[src/rtl/pulse_pkg.sv]
// Shared state, symbol type and default widths for the pulse scheduler slice.
package pulse_pkg;

  localparam int DEFAULT_TIMER_WIDTH = 16;
  localparam int DEFAULT_DUR_WIDTH   = 16;
  localparam int DEFAULT_FIFO_DEPTH  = 4;

  typedef enum logic [1:0] {
    IDLE,
    LOAD,
    RUN
  } state_t;

  typedef struct packed {
    logic                         level;
    logic [DEFAULT_DUR_WIDTH-1:0] duration;
  } symbol_t;

endpackage

[src/rtl/pulse_scheduler_if.sv]
// Symbol handshake between the register/CPU side (master) and the scheduler (slave).
interface pulse_scheduler_if import pulse_pkg::*; #(
  parameter int DUR_WIDTH = DEFAULT_DUR_WIDTH
);

  logic                 sym_valid;
  logic                 sym_ready;
  logic                 sym_level;
  logic [DUR_WIDTH-1:0] sym_duration;

  modport master (
    output sym_valid,
    output sym_level,
    output sym_duration,
    input  sym_ready
  );

  modport slave (
    input  sym_valid,
    input  sym_level,
    input  sym_duration,
    output sym_ready
  );

endinterface

[src/rtl/pulse_sym_fifo.sv]
// Synchronous symbol FIFO with flush; a flush beats any push or pop in the same cycle.
module pulse_sym_fifo import pulse_pkg::*; #(
  parameter int DEPTH = DEFAULT_FIFO_DEPTH
) (
  input  logic    clk,
  input  logic    sys_rst,
  input  logic    i_push,
  input  logic    i_pop,
  input  logic    i_flush,
  input  symbol_t i_data,
  output symbol_t o_head,
  output logic    o_full,
  output logic    o_empty
);

  localparam int AW = $clog2(DEPTH);

  symbol_t     r_mem [DEPTH];
  logic [AW:0] r_wrPtr;
  logic [AW:0] r_rdPtr;
  logic        w_doPush;
  logic        w_doPop;

  // Pointers carry one extra wrap bit so full and empty are distinguishable.
  assign o_empty  = (r_wrPtr == r_rdPtr);
  assign o_full   = (r_wrPtr[AW] != r_rdPtr[AW]) && (r_wrPtr[AW-1:0] == r_rdPtr[AW-1:0]);
  assign o_head   = r_mem[r_rdPtr[AW-1:0]];
  assign w_doPush = i_push && !o_full && !i_flush;
  assign w_doPop  = i_pop && !o_empty && !i_flush;

  always_ff @(posedge clk or posedge sys_rst) begin
    if (sys_rst) begin
      r_wrPtr <= '0;
      r_rdPtr <= '0;
    end else if (i_flush) begin
      r_wrPtr <= '0;
      r_rdPtr <= '0;
    end else begin
      if (w_doPush) r_wrPtr <= r_wrPtr + (AW+1)'(1);
      if (w_doPop)  r_rdPtr <= r_rdPtr + (AW+1)'(1);
    end
  end

  always_ff @(posedge clk) begin
    if (w_doPush) r_mem[r_wrPtr[AW-1:0]] <= i_data;
  end

endmodule

[src/rtl/pulse_scheduler.sv]
// Turns buffered (level, duration) symbols into carrier enable/half-period for the carrier generator.
// Optional macro PULSE_SCHED_REPEAT_EN adds i_repeat_count: every symbol plays repeat_count+1 times.
module pulse_scheduler import pulse_pkg::*; #(
  parameter int TIMER_WIDTH = DEFAULT_TIMER_WIDTH,
  parameter int DUR_WIDTH   = DEFAULT_DUR_WIDTH,
  parameter int FIFO_DEPTH  = DEFAULT_FIFO_DEPTH
) (
  input  logic                   clk,
  input  logic                   sys_rst,
  input  logic                   i_start,
  input  logic                   i_stop,
  input  logic [TIMER_WIDTH-1:0] i_carrier_period,
`ifdef PULSE_SCHED_REPEAT_EN
  input  logic [7:0]             i_repeat_count,
`endif
  pulse_scheduler_if.slave       symIf,
  output logic                   o_carrier_en,
  output logic [TIMER_WIDTH-1:0] o_carrier_duration,
  output logic                   o_busy,
  output logic                   o_done,
  output logic                   o_underflow
);

  state_t                 r_state;
  state_t                 w_nextState;
  logic [DUR_WIDTH-1:0]   r_counter;
  logic                   r_level;
  logic [TIMER_WIDTH-1:0] r_period;
  logic                   r_underflow;
  symbol_t                w_head;
  symbol_t                w_inSym;
  logic                   w_full;
  logic                   w_empty;
  logic                   w_push;
  logic                   w_pop;
  logic                   w_startOk;
  logic                   w_symEnd;
  logic                   w_replay;
  logic                   w_finish;

  // Ready is held low while reset is asserted so every output reads 0 in reset.
  assign symIf.sym_ready = !w_full && !sys_rst;
  assign w_push          = symIf.sym_valid && symIf.sym_ready;
  assign w_inSym         = '{level: symIf.sym_level, duration: symIf.sym_duration};

  pulse_sym_fifo #(.DEPTH(FIFO_DEPTH)) u_fifo (
    .clk     (clk),
    .sys_rst (sys_rst),
    .i_push  (w_push),
    .i_pop   (w_pop),
    .i_flush (i_stop),
    .i_data  (w_inSym),
    .o_head  (w_head),
    .o_full  (w_full),
    .o_empty (w_empty)
  );

`ifdef PULSE_SCHED_REPEAT_EN
  logic [7:0]           r_repeatCount;
  logic [7:0]           r_repeatLeft;
  logic [DUR_WIDTH-1:0] r_curDuration;
  assign w_replay = (r_repeatLeft != 8'd0);
`else
  assign w_replay = 1'b0;
`endif

  assign w_startOk = i_start && !i_stop && (r_state == IDLE) && !w_empty;
  assign w_symEnd  = (r_state == RUN) && (r_counter == '0);
  assign w_pop     = !i_stop && ((r_state == LOAD) || (w_symEnd && !w_replay && !w_empty));
  assign w_finish  = !i_stop && w_symEnd && !w_replay && w_empty;

  always_ff @(posedge clk or posedge sys_rst) begin
    if (sys_rst) r_state <= IDLE;
    else         r_state <= w_nextState;
  end

  always_comb begin
    w_nextState = r_state;
    if (i_stop) begin
      w_nextState = IDLE;
    end else begin
      case (r_state)
        IDLE:    if (w_startOk) w_nextState = LOAD;
        LOAD:    w_nextState = RUN;
        RUN:     if (w_finish) w_nextState = IDLE;
        default: w_nextState = IDLE;
      endcase
    end
  end

  always_comb begin
    o_carrier_en       = (r_state == RUN) && r_level;
    o_busy             = (r_state != IDLE);
    o_done             = w_finish;
    o_carrier_duration = r_period;
    o_underflow        = r_underflow;
  end

  // Loading the next symbol on the last cycle of the current one keeps marks gap-free.
  always_ff @(posedge clk or posedge sys_rst) begin
    if (sys_rst) begin
      r_counter     <= '0;
      r_level       <= 1'b0;
      r_period      <= '0;
      r_underflow   <= 1'b0;
`ifdef PULSE_SCHED_REPEAT_EN
      r_repeatCount <= 8'd0;
      r_repeatLeft  <= 8'd0;
      r_curDuration <= '0;
`endif
    end else begin
      if (w_startOk) begin
        r_period    <= i_carrier_period;
        r_underflow <= 1'b0;
`ifdef PULSE_SCHED_REPEAT_EN
        r_repeatCount <= i_repeat_count;
`endif
      end else if (i_start && !i_stop && (r_state == IDLE) && w_empty) begin
        r_underflow <= 1'b1;
      end

      if (w_pop) begin
        r_counter <= w_head.duration;
        r_level   <= w_head.level;
`ifdef PULSE_SCHED_REPEAT_EN
        r_curDuration <= w_head.duration;
        r_repeatLeft  <= r_repeatCount;
`endif
      end else if ((r_state == RUN) && !i_stop) begin
        if (r_counter != '0) r_counter <= r_counter - DUR_WIDTH'(1);
`ifdef PULSE_SCHED_REPEAT_EN
        else if (w_replay) begin
          r_counter    <= r_curDuration;
          r_repeatLeft <= r_repeatLeft - 8'd1;
        end
`endif
      end
    end
  end

endmodule

[src/flat_wrapper.sv]
// flat-port wrapper written by rule: the top's interface ports become plain ports
module pulse_scheduler_flat import pulse_pkg::*;
#(
  parameter int TIMER_WIDTH = DEFAULT_TIMER_WIDTH,
  parameter int DUR_WIDTH   = DEFAULT_DUR_WIDTH,
  parameter int FIFO_DEPTH  = DEFAULT_FIFO_DEPTH
)
  (clk, sys_rst, i_start, i_stop, i_carrier_period, o_carrier_en, o_carrier_duration, o_busy, o_done, o_underflow, symIf_sym_valid, symIf_sym_level, symIf_sym_duration, symIf_sym_ready);
  pulse_scheduler_if #(.DUR_WIDTH(DUR_WIDTH)) symIf_i ();
  input  logic clk;
  input  logic sys_rst;
  input  logic i_start;
  input  logic i_stop;
  input  logic [TIMER_WIDTH-1:0] i_carrier_period;
  output logic o_carrier_en;
  output logic [TIMER_WIDTH-1:0] o_carrier_duration;
  output logic o_busy;
  output logic o_done;
  output logic o_underflow;
  input wire logic [$bits(symIf_i.sym_valid)-1:0] symIf_sym_valid;
  input wire logic [$bits(symIf_i.sym_level)-1:0] symIf_sym_level;
  input wire logic [$bits(symIf_i.sym_duration)-1:0] symIf_sym_duration;
  output wire logic [$bits(symIf_i.sym_ready)-1:0] symIf_sym_ready;
  assign symIf_i.sym_valid = symIf_sym_valid;
  assign symIf_i.sym_level = symIf_sym_level;
  assign symIf_i.sym_duration = symIf_sym_duration;
  assign symIf_sym_ready = symIf_i.sym_ready;
  pulse_scheduler #(.TIMER_WIDTH(TIMER_WIDTH), .DUR_WIDTH(DUR_WIDTH), .FIFO_DEPTH(FIFO_DEPTH)) u_core (.clk(clk), .sys_rst(sys_rst), .i_start(i_start), .i_stop(i_stop), .i_carrier_period(i_carrier_period), .symIf(symIf_i), .o_carrier_en(o_carrier_en), .o_carrier_duration(o_carrier_duration), .o_busy(o_busy), .o_done(o_done), .o_underflow(o_underflow));
endmodule
[config.mk]
export PLATFORM = sky130hd
export DESIGN_NAME = pulse_scheduler_flat
export DESIGN_NICKNAME = d
export VERILOG_FILES = /design/src/rtl/pulse_pkg.sv /design/src/rtl/pulse_scheduler_if.sv /design/src/rtl/pulse_sym_fifo.sv /design/src/rtl/pulse_scheduler.sv /design/src/flat_wrapper.sv
export SDC_FILE = /design/constraint.sdc
export NUM_CORES = 1
export LEC_CHECK = 0
export ABC_AREA = 1
export ABC_CLOCK_PERIOD_IN_PS = 2800
export CELL_PAD_IN_SITES_DETAIL_PLACEMENT = 1
export CELL_PAD_IN_SITES_GLOBAL_PLACEMENT = 1
export CORE_MARGIN = 2
export CORE_UTILIZATION = 43
export DETAILED_ROUTE_END_ITERATION = 12
export GPL_TIMING_DRIVEN = 0
export PLACE_DENSITY_LB_ADDON = 0.08
export REMOVE_ABC_BUFFERS = 1
export SLEW_MARGIN = 20
export SYNTH_ARGS = -nofsm -noshare
export SYNTH_HDL_FRONTEND = slang
export SYNTH_SLANG_ARGS = --single-unit
[constraint.sdc]
create_clock -name clk -period 2.8 [get_ports clk]
set_clock_uncertainty 0.1 [all_clocks]
set_input_delay 0.7 -clock clk [delete_from_list [all_inputs] [get_ports clk]]
set_output_delay 0.7 -clock clk [all_outputs]
set_load 0.02 [all_outputs]
---- After elaboration in Yosys (flattened, before gate mapping) ----
Memories as Yosys holds them, arrays and structs flattened.
Cells that the tools add are included.
operators by class
  multiply operators ...................... 0
  reductions and logical operators ........ 34
  $add $sub $neg .......................... 3
  equal/unequal tests ..................... 7
  magnitude comparators ................... 0
  divide/modulo/power cells ............... 0
  bitwise operators ....................... 0
  muxes and demuxes ....................... 15
  shift operators ......................... 0
operators by type and width
  cell                                                 number
  2-to-1 mux 16 bit                                    3
  logical AND 1 bit                                    18
  logical NOT 16 bit                                   1
  nonzero test 16 bit                                  1
  subtractor 16 x 1 -> 16 bit (second input constant)  1
  2-to-1 mux 3 bit                                     4
  nonzero test 2 bit                                   6
  adder 3 x 1 -> 3 bit (second input constant)         2
  2-to-1 mux 2 bit                                     3
  case mux 2 bit (3 select lines)                      1
  logical NOT 1 bit                                    4
  2-to-1 mux 1 bit                                     4
  AND reduction 2 bit                                  2
  == test 3 bit                                        1
  != test 3 x 2 -> 1 bit (second input constant)       1
  != test 3 bit (second input constant)                1
  == test 2 x 1 -> 1 bit (second input constant)       1
  == test 2 bit                                        1
  == test 2 bit (second input constant)                1
  logical NOT 2 bit                                    1
  logical OR 1 bit                                     1
  != test 1 bit                                        1
word-level totals
  memories kept ........................... 1
  bits in read-only memories .............. 0
  latch bits .............................. 0
  flip-flop bits (word level) ............. 42
  bits in writable memories ............... 68
  logic and storage cells ................. 67
memory list
  name                 words  bits a word  read ports  clocked after Yosys merged registers in  wr ports  line                  text
  u_core.u_fifo.r_mem  4      17           1           0                                        1         pulse_sym_fifo.sv:18  symbol_t r_mem [DEPTH];

---- Logic depth before layout (Yosys ltp) ----
Gate-level depths: netlist of run 1.
  depth in word-level cells ............... 9
  depth in mapped cells ................... 12
  depth with buffers taken out ............ 12

---- Cells and area by module ----
From an unflattened synthesis of run 1, not the netlist that was laid out.
unflattened totals
  cell total of the unflattened synthesis .. 456
  area, all modules ....................... 4943.5 µm²
by module, submodules not included
  module           cells an instance  area an instance (µm²)  sequential area each (µm²)  times used
  pulse_sym_fifo   228                3020.4                  2192.1                      1
  pulse_scheduler  228                1923.1                  900.9                       1

---- Worst setup path before layout of run 1 ----
No wires, ideal clock.
  kind .................................... input to register
  from .................................... input port sys_rst
  to ...................................... memory u_core.u_fifo.r_mem[0][0] (netlist bit) (enable)
  arrival time ............................ 2.941 ns
  stages on the path ...................... 5
  setup slack ............................. -0.631 ns
  data required time ...................... 2.309 ns
  buffers on the path ..................... 0
  library setup time ...................... 0.391 ns
  cell sequence ........................... inv_1 nand3_1 nor2_1 inv_1 nor2_1
between the ends
  word-level cells in the longest chain between the ends .. 7
ends and longest elaborated chain
  item                                    line                   text
  from (decl)                             flat_wrapper.sv:11     input logic sys_rst;
  logical NOT 1 bit                       pulse_scheduler.sv:42  assign symIf.sym_ready = !w_full && !sys_rst;
  logical AND 1 bit                       pulse_scheduler.sv:42
  logical AND 1 bit                       pulse_scheduler.sv:43  assign w_push = symIf.sym_valid && symIf.sym_ready;
  logical AND 1 bit (2 in a row)          pulse_sym_fifo.sv:28   assign w_doPush = i_push && !o_full && !i_flush;
  2-to-1 mux 1 bit                        pulse_sym_fifo.sv:45   if (w_doPush) r_mem[r_wrPtr[AW-1:0]] <= i_data;
  2-to-1 mux 1 bit (not written as such)  pulse_sym_fifo.sv:45
  to (decl)                               pulse_sym_fifo.sv:18
No other way between the ends.

---- Worst setup path after layout of run 1 ----
  from .................................... input port sys_rst
  to ...................................... output port symIf_sym_ready
between the ends
  word-level cells in the longest chain between the ends .. 2
ends and longest elaborated chain
  item               line                   text
  logical NOT 1 bit  pulse_scheduler.sv:42
  logical AND 1 bit  pulse_scheduler.sv:42
  to (decl)          flat_wrapper.sv:23     output wire logic [$bits(symIf_i.sym_ready)-1:0] symIf_sym_ready;
No other way between the ends.

==> results of run 1 <==
## placed cells by master (no fill, tap or decap), types with 2 or more instances in the layout
cell type        netlist  final
clkdlybuf4s50_1        0     55
buf_6                  3      3
o22ai_1               14     14
clkbuf_16              0      9
o21ai_0               41     41
nor2_2                 2      2
nand2_2                4      4
nor2_4                 2      7
inv_2                  6      6
buf_8                  0      2
buf_4                  0      7
clkinvlp_4             0      2
xor2_1                 3      3
inv_1                 31     29
edfxtp_1              68     68
dfrtp_1               42     40
ha_1                   7      7
dfrtp_4                0      2
nand3_1               21     20
a21oi_1                3      3
a21oi_2                2      2
nand2_4                3      3
inv_6                  0      2
nor3_1                 2      2
xnor2_1                2      2
nand3b_1               4      4
nand4_1                2      2
nor2_1                69     64
bufinv_16              0      2
nand2_1              166    166
## stage by stage
stage | power [mW] | utilization (%)
after floorplan | 2.824 | -
after global placement | 3.216 | 49.86
after detailed placement | 3.268 | 50.56
after CTS | 4.637 | 53.97
after global routing | 4.868 | 54.62
final | 4.614 | 54.62
## worst max path at each step
stage                                              start                              endpoint
detailed placement  u_core.u_fifo.r_rdPtr[1]$_DFFE_PP0P_  u_core.u_fifo.r_mem[3][13]$_DFFE_PP_
floorplan                                        sys_rst   u_core.u_fifo.r_mem[0][0]$_DFFE_PP_
global placement                                 sys_rst  u_core.u_fifo.r_mem[2][13]$_DFFE_PP_
CTS                                              sys_rst  u_core.u_fifo.r_mem[3][11]$_DFFE_PP_
global route                                     sys_rst  u_core.u_fifo.r_mem[3][12]$_DFFE_PP_
finish                                           sys_rst                       symIf_sym_ready
## Yosys cell counts, types with 2 or more instances
cell	count
nand2_2	4
nor2_4	2
buf_6	3
dfrtp_1	42
nor2_1	69
nand4_1	2
nor2_2	2
xnor2_1	2
nand2_4	3
inv_2	6
buf_2	3
nor3_1	2
nand3b_1	4
nand3_1	21
ha_1	7
nand2_1	166
clkbuf_1	7
o22ai_1	14
xor2_1	3
edfxtp_1	68
a21oi_2	2
inv_1	31
a21oi_1	3
o21ai_0	41
## layer usage
| metal | vias to the layer above | part of all wire, % |
|---|---|---|
| li1 | 1843 | - |
| met1 | 1902 | 45 |
| met2 | 52 | 51 |
| met3 | 11 | 2.7 |
| met4 | 0 | 1.4 |
| met5 | - | 0 |
## timing repair
action | 4_1_cts | 5_1_grt
buffers inserted | 4 | 5
setup endpoints to repair | 71 | 63
resized for setup | 15 | 8
endpoints found under the hold margin | 0 | 0
pin swaps | 1 | 1
## flip-flops by register name, indices dropped and copies added, names as in the netlist
register / count
u_core.r_level: 1
u_core.r_counter: 16
u_core.u_fifo.r_wrPtr: 3
u_core.u_fifo.r_rdPtr: 3
u_core.o_carrier_duration: 16
u_core.o_underflow: 1
u_core.r_state: 2
u_core.u_fifo.r_mem: 68
## cell type report
cell class	count	area, sq um	share of cell area, %
Tap cell	143	178.9	2.869
Inverter	38	163.9	2.628
Multi-Input combinational cell	355	1738	27.86
Sequential cell	110	3100	49.71
Clock inverter	6	85.08	1.364
Clock buffer	10	229.0	3.671
Timing Repair Buffer	72	742.0	11.90
## cell families (layout without fill, tap and decap cells)
family / Yosys count / after routing / share of synthesized area [%]
AO/OA/AOI/OAI: 64 / 64 / 7.289
XOR/XNOR: 5 / 5 / 0.8738
adder cells (fa/ha/maj): 7 / 7 / 1.747
buffers and inverters: 52 / 126 / 4.468
flip-flops: 110 / 110 / 61.71
AND/OR/NAND/NOR: 279 / 279 / 23.91
## report_power, final
part           leakage [nW]  internal (mW)  switching [mW]
combinational          1.35          0.479           0.669
sequential             1.15           1.93           0.170
clock                 0.151          0.783           0.581
total                  2.65           3.19            1.42
## critical path: cells and delay by family
kind,cells,cell delay [ps]
buffers and inverters,5,1080
and+or+nand+nor,1,70
==> out/metrics.cfg, run 1 <==
[timing]
maxSlewViolCount=0
max_freq_mhz=374.2
post-route-period-util_pct=95.44
period_minus_slack_ps=2672
tns_ps=0
slew_headroom_pct=72.85
setup_viol=0
worstMarginPinSlew_ps=405.7
hold_viol=0
rsz0062_at_grt=no
fin_ws_ps=127.6
hold_slack_ps=385.2

[routing]
avgRoutedWirePerCell_um=16.98
vias=3808
ant_nets=0
drt-total-wl_um=12460
avgViaCountPerCell=5.188
drtPass1Iterations=4
dr.first_iter.drc_count=155
drc=0

[critical_path]
cpPeakStageDelay_ps=470
worst_setup_path_end_kind=primary output
critPathMaxFanout=30
critPathArrivalTime_ps=1870
crit_path_top_delay_cell=clkdlybuf4s50_1
crit_chain=clkdlybuf4s50_1 > inv_6 > buf_16 > nand2_1 > inv_1 > clkdlybuf4s15_1
crit_type=input port to primary output
r2r_cells=9
r2r_end=u_core.u_fifo.r_mem[3][11]$_DFFE_PP_
startpoint_type=input port
ff2ff_setup_slack_ps=180
r2r_start=u_core.u_fifo.r_rdPtr[1]$_DFFE_PP0P_
critPathRequiredTime_ps=2000

[placement]
gp_congestion=0.7946
port-buffer-count=58
pre_cts_ws_ps=-713.3
placed_cells=709
placed_area_sq_um=5773
hpwl_um=8408

[grt]
grt_pass1_wl_um=20400
gr-usage-met3_pct=3.430
grt_overflow=0
grt_usage_pct=20.77
grt_max_degree=37
top_usage_layer=met2
grt_use_met2_pct=36.61
use_met1_pct=26.23
grt_pass1_vias=4090
antenna_found_initial=0

[synthesis]
async_reset_ff_share_pct=38.18
synth_top_area_share_pct=40.74
synthDistinctLibCells=34
yosysSeqAreaShare_pct=61.71
ys_ff_latch=110
syn_area_sq_um=5012
synthTopCellsByArea=edfxtp_1 (41%), dfrtp_1 (21%), nand2_1 (12%), nor2_1 (5.2%), o21ai_0 (4.1%)
synth_edf_count=68
synth_top_area_cell=edfxtp_1
synth_area_per_cell_sq_um=9.695
synth_cells=517
ys_warn_count=0
yosys_most_used_dff=edfxtp_1

[clock_network]
clkLatencyLatePin_ps=360
cts_made_buffers=9
cts_tree=built
cts_root_buf=clkbuf_16
h-tree-depth=3
cts_buffer_depth=2
postCtsHoldBufs=0
cts.sinks=110
clkTransAtPathRegs_ps=70

[floorplan]
die_y_um=112.0
dieWidth_um=112.0
dieArea_sq_um=12540
pin_count=59
core_area_sq_um=11420
start_util_pct=43.90
rows=39

[power_and_ir_drop]
p_leak_nw=2.652
vdd_drop_max_uv=424.5
power_density_nw_per_um2=739.8

[hold_path]
hp-start=u_core.o_carrier_duration[1]$_DFFE_PP0N_
hp-class=flip-flop to flip-flop
hold_end=u_core.o_carrier_duration[1]$_DFFE_PP0N_
hold_depth=2

[final_layout]
final_cell_area_sq_um=6237
syn2layout_area_growth_pct=24.44
post_layout_nonfiller_instances=734
nNetsFinal=631
fill_cells=1308
diodes=0
drive_gt1_share_pct=10.83

[outcome]
outcome=completed

[job]
cap_violations=0

(Power assumes the default switching activity.)
==> inputs of run 2 (changes only) <==
--- a/config.mk
+++ b/config.mk
@@ -13,6 +13,7 @@
 export CORE_UTILIZATION = 43
 export DETAILED_ROUTE_END_ITERATION = 12
 export GPL_TIMING_DRIVEN = 0
+export HOLD_SLACK_MARGIN = 0.06
 export PLACE_DENSITY_LB_ADDON = 0.08
 export REMOVE_ABC_BUFFERS = 1
 export SLEW_MARGIN = 20
==> results of run 2 <==
No change in the layout: final DEF, timing and power equal those of run 1.
==> inputs of run 3 (changes only) <==
--- a/config.mk
+++ b/config.mk
@@ -5,12 +5,12 @@
 export SDC_FILE = /design/constraint.sdc
 export NUM_CORES = 1
 export LEC_CHECK = 0
-export ABC_AREA = 1
 export ABC_CLOCK_PERIOD_IN_PS = 2800
 export CELL_PAD_IN_SITES_DETAIL_PLACEMENT = 1
 export CELL_PAD_IN_SITES_GLOBAL_PLACEMENT = 1
 export CORE_MARGIN = 2
-export CORE_UTILIZATION = 43
+export CORE_UTILIZATION = 48
+export CTS_BUF_LIST = sky130_fd_sc_hd__clkbuf_8
 export DETAILED_ROUTE_END_ITERATION = 12
 export GPL_TIMING_DRIVEN = 0
 export HOLD_SLACK_MARGIN = 0.06
==> run 3 against run 2 <==
Synthesized area decreased by 2.2%. Global-route usage about the same. Critical endpoint unchanged. Design area decreased by 3.9%. Highest routed layer unchanged. Largest cell class unchanged. Final cell count fell by 29%. First-iteration DRC count fell by 26%. Non-clock buffer count decreased by 2.
==> out/metrics.cfg, run 3 <==
[clock_network]
cts_buffer_depth=2  ; unchanged
cts_made_buffers=9  ; unchanged
cts_tree=built  ; unchanged
postCtsHoldBufs=0  ; unchanged
clkTransAtPathRegs_ps=100  ; was 70 ps
clkLatencyLatePin_ps=370  ; was 360 ps
h-tree-depth=3  ; unchanged
cts.sinks=110  ; unchanged
cts_root_buf=clkbuf_8  ; was clkbuf_16

[synthesis]
ys_warn_count=0  ; unchanged
synth_edf_count=68  ; unchanged
netlist_top_cells_count=edfxtp_1 (68), dfrtp_1 (42), mux4_2 (17), mux2_2 (15), nor2_1 (15)  ; was nand2_1 (166), nor2_1 (69), edfxtp_1 (68), dfrtp_1 (42), o21ai_0 (41)
synth_cells=313  ; was 517
synth_fa_ha_area_share_pct=1.787  ; was 1.747%
async_reset_ff_share_pct=38.18  ; unchanged
synthTopCellsByArea=edfxtp_1 (42%), dfrtp_1 (21%), mux4_2 (7.8%), mux2_2 (3.4%), mux2_4 (2.1%)  ; was edfxtp_1 (41%), dfrtp_1 (21%), nand2_1 (12%), nor2_1 (5.2%), o21ai_0 (4.1%)
synth_top_area_cell=edfxtp_1  ; unchanged
yosys_most_used_dff=edfxtp_1  ; unchanged
synth_area_per_cell_sq_um=15.66  ; was 9.695 sq um
synthSimpleGateAreaFrac_pct=10.65  ; was 23.91%
synthXorXnorAreaFrac_pct=2.144  ; was 0.8737%
ys_ff_latch=110  ; unchanged
synthMuxAreaShare_pct=15.50  ; was 0%
synth_compound_area_share_pct=5.183  ; was 7.289%
synth_top_family_by_area=multiplexers  ; was simple AND/OR/NAND/NOR gates
yosysSeqAreaShare_pct=63.11  ; was 61.71%
synthDistinctLibCells=61  ; was 34
synth_top_area_share_pct=41.66  ; was 40.74%
yosysMostFrequentCell=edfxtp_1  ; was nand2_1
syn_area_sq_um=4901  ; was 5012 sq um

[floorplan]
dieWidth_um=105.0  ; was 112.0 um
start_util_pct=49.68  ; was 43.90%
die_y_um=105.0  ; was 112.0 um
dieArea_sq_um=11030  ; was 12540 sq um
core_area_sq_um=9864  ; was 11420 sq um
pin_count=59  ; unchanged
rows=36  ; was 39

[final_layout]
fill_cells=900  ; was 1308
drive_gt1_share_pct=25.58  ; was 10.83%
final_common_cell=edfxtp_1  ; was nand2_1
final_util_pct=60.77  ; was 54.62%
largest_reg_flops=68  ; unchanged
diodes=0  ; unchanged
nNetsFinal=431  ; was 631
syn2layout_area_growth_pct=22.31  ; was 24.44%
layout_common_cells=edfxtp_1 (68), clkdlybuf4s50_1 (54), dfrtp_1 (39), mux4_2 (17), mux2_2 (15)  ; was nand2_1 (166), edfxtp_1 (68), nor2_1 (64), clkdlybuf4s50_1 (55), o21ai_0 (41)

[routing]
vias=2891  ; was 3808
avgRoutedWirePerCell_um=20.15  ; was 16.98 um
drtPass1Iterations=4  ; unchanged
drc=0  ; unchanged
dr.first_iter.drc_count=115  ; was 155
ant_nets=0  ; unchanged
avgViaCountPerCell=5.517  ; was 5.188
drt-total-wl_um=10560  ; was 12460 um

[timing]
setup_viol=0  ; unchanged
worstMarginPinSlew_ps=567.8  ; was 405.7 ps
period_minus_slack_ps=2713  ; was 2672 ps
tns_ps=0  ; unchanged
hold_viol=0  ; unchanged
post-route-period-util_pct=96.88  ; was 95.44%
max_freq_mhz=368.7  ; was 374.2 MHz
maxSlewViolCount=0  ; unchanged
rsz0062_at_grt=no  ; unchanged
slew_headroom_pct=62.14  ; was 72.85%

[grt]
grt_pass1_wl_um=17160  ; was 20400 um
grt_overflow=0  ; unchanged
grt_usage_pct=20.77  ; about the same
grt_pass1_vias=3130  ; was 4090
antenna_found_initial=0  ; unchanged
grt_max_degree=24  ; was 37

[critical_path]
crit_cells=6  ; unchanged
worst_setup_path_end_kind=primary output  ; unchanged
crit_chain=dlygate4sd2_1 > bufinv_8 > buf_16 > o31a_1 > buf_4 > clkdlybuf4s15_2  ; was clkdlybuf4s50_1 > inv_6 > buf_16 > nand2_1 > inv_1 > clkdlybuf4s15_1
crit_type=input port to primary output  ; unchanged
r2r_cells=8  ; was 9
crit_path_top_delay_cell=dlygate4sd2_1  ; was clkdlybuf4s50_1
crit_buf_inv=5  ; unchanged
critPathMaxFanout=23  ; was 30
critPathRequiredTime_ps=2000  ; about the same
startpoint_type=input port  ; unchanged
cpPeakStageDelay_ps=280  ; was 470 ps
crit_family=buffers and inverters  ; unchanged
critPathArrivalTime_ps=1910  ; was 1870 ps

[job]
cap_violations=0  ; unchanged

[power_and_ir_drop]
power_density_nw_per_um2=675.6  ; was 739.8 nW/um^2
finalPower_mw=4.050  ; was 4.614 mW
p_leak_nw=2.173  ; was 2.652 nW
vdd_drop_max_uv=392.8  ; was 424.5 uV

[placement]
hpwl_um=6760  ; was 8408 um
gp_congestion=0.8045  ; was 0.7946
port-buffer-count=58  ; unchanged

[hold_path]
hp-class=input port to asynchronous set/reset pin  ; was flip-flop to flip-flop

[outcome]
outcome=completed  ; unchanged

run 3: cell types whose count changed in the layout (fill, tap and decap cells not counted), moves of 9 or more:
cell / change
mux4_2: +17
nand3_1: -14
inv_1: -24
clkbuf_16: -9
mux2_2: +15
nand2_1: -158
o21ai_0: -31
nor2_1: -50
o22ai_1: -14
run 3: metal layers:
| layer | vias to the layer above | GRT usage [%] | wire, um |
|---|---|---|---|
| met4 | 0 | 7.333 | 277 |
| li1 | 1357 | - | - |
| met2 | 70 | 34.23 | 5200 |
| met5 | - | 0 | 0 |
| met1 | 1451 | 27.33 | 4709 |
| met3 | 13 | 4.429 | 368 |
run 3: layout make-up:
type                    instances  area [sq um]  area share [%]
clock buffers                   9         123.9           2.066
clock inverters                 7         72.57           1.211
well taps                     133         166.4           2.776
repair inverters                1         6.256          0.1044
inverters                       8         43.79          0.7305
repair buffers                 70         691.9           11.54
flip-flops and latches        110          3102           51.74
multi-input cells             186          1788           29.83
run 3: report_power, final:
part           total, mW  leakage, nW  internal, mW  switching [mW]
Clock              0.945       0.0972         0.416           0.529
Sequential          2.14         1.12          1.93           0.202
Combinational      0.970        0.956         0.534           0.436
Total               4.05         2.17          2.88            1.17
run 3: timing repair:
item	in CTS	in global routing
gates resized for setup	27	7
setup buffers	7	4
pin swaps	3	0
cloned	1	0
setup endpoints to repair	89	3
run 3: path summary, 6_finish.rpt:
kind | startpoint | endpoint | slack, ps
max | sys_rst | symIf_sym_ready | 90
min | sys_rst | u_core.o_carrier_duration[14]$_DFFE_PP0N_ | 310
max reg2reg | u_core.r_counter[0]$_DFFE_PP0P_ | u_core.r_counter[1]$_DFFE_PP0P_ | 230
min reg2reg | u_core.r_level$_DFFE_PP0N_ | u_core.r_level$_DFFE_PP0N_ | 400
max in group asynchronous | sys_rst | u_core.r_counter[0]$_DFFE_PP0P_ | 1900
min in group clk | u_core.r_level$_DFFE_PP0N_ | u_core.r_level$_DFFE_PP0N_ | 400
run 3: kinds of logic (layout without fill, tap and decap cells):
group / after synthesis / after routing
AO/OA/AOI/OAI: 37 / 37
multiplexers: 49 / 49
AND/OR/NAND/NOR: 81 / 81
buffers and inverters: 17 / 95
adder cells (fa/ha/maj): 7 / 7
XOR/XNOR: 12 / 12
flip-flops: 110 / 110
run 3: metrics by stage:
stage / hold slack, ps / cell area (sq um) / setup slack, ps / instances
floorplan: 348.9 / 4851 / -498.1 / 304
global placement: 361.5 / 5598 / -1620 / 495
detailed placement: 387.6 / 5627 / -905.3 / 496
CTS: 315.2 / 5962 / -213.4 / 520
global route: 315.6 / 5995 / 3.610 / 524
finish: 311.1 / 5995 / 87.49 / 524
run 3: worst register-to-register path, stage by stage (launching register included):
cell	delay [ps]
dfrtp_2	450
inv_1	120
ha_1	170
nor3b_4	200
buf_4	160
nand4_4	130
o21ai_2	360
nand2b_1	370
mux2_4	400
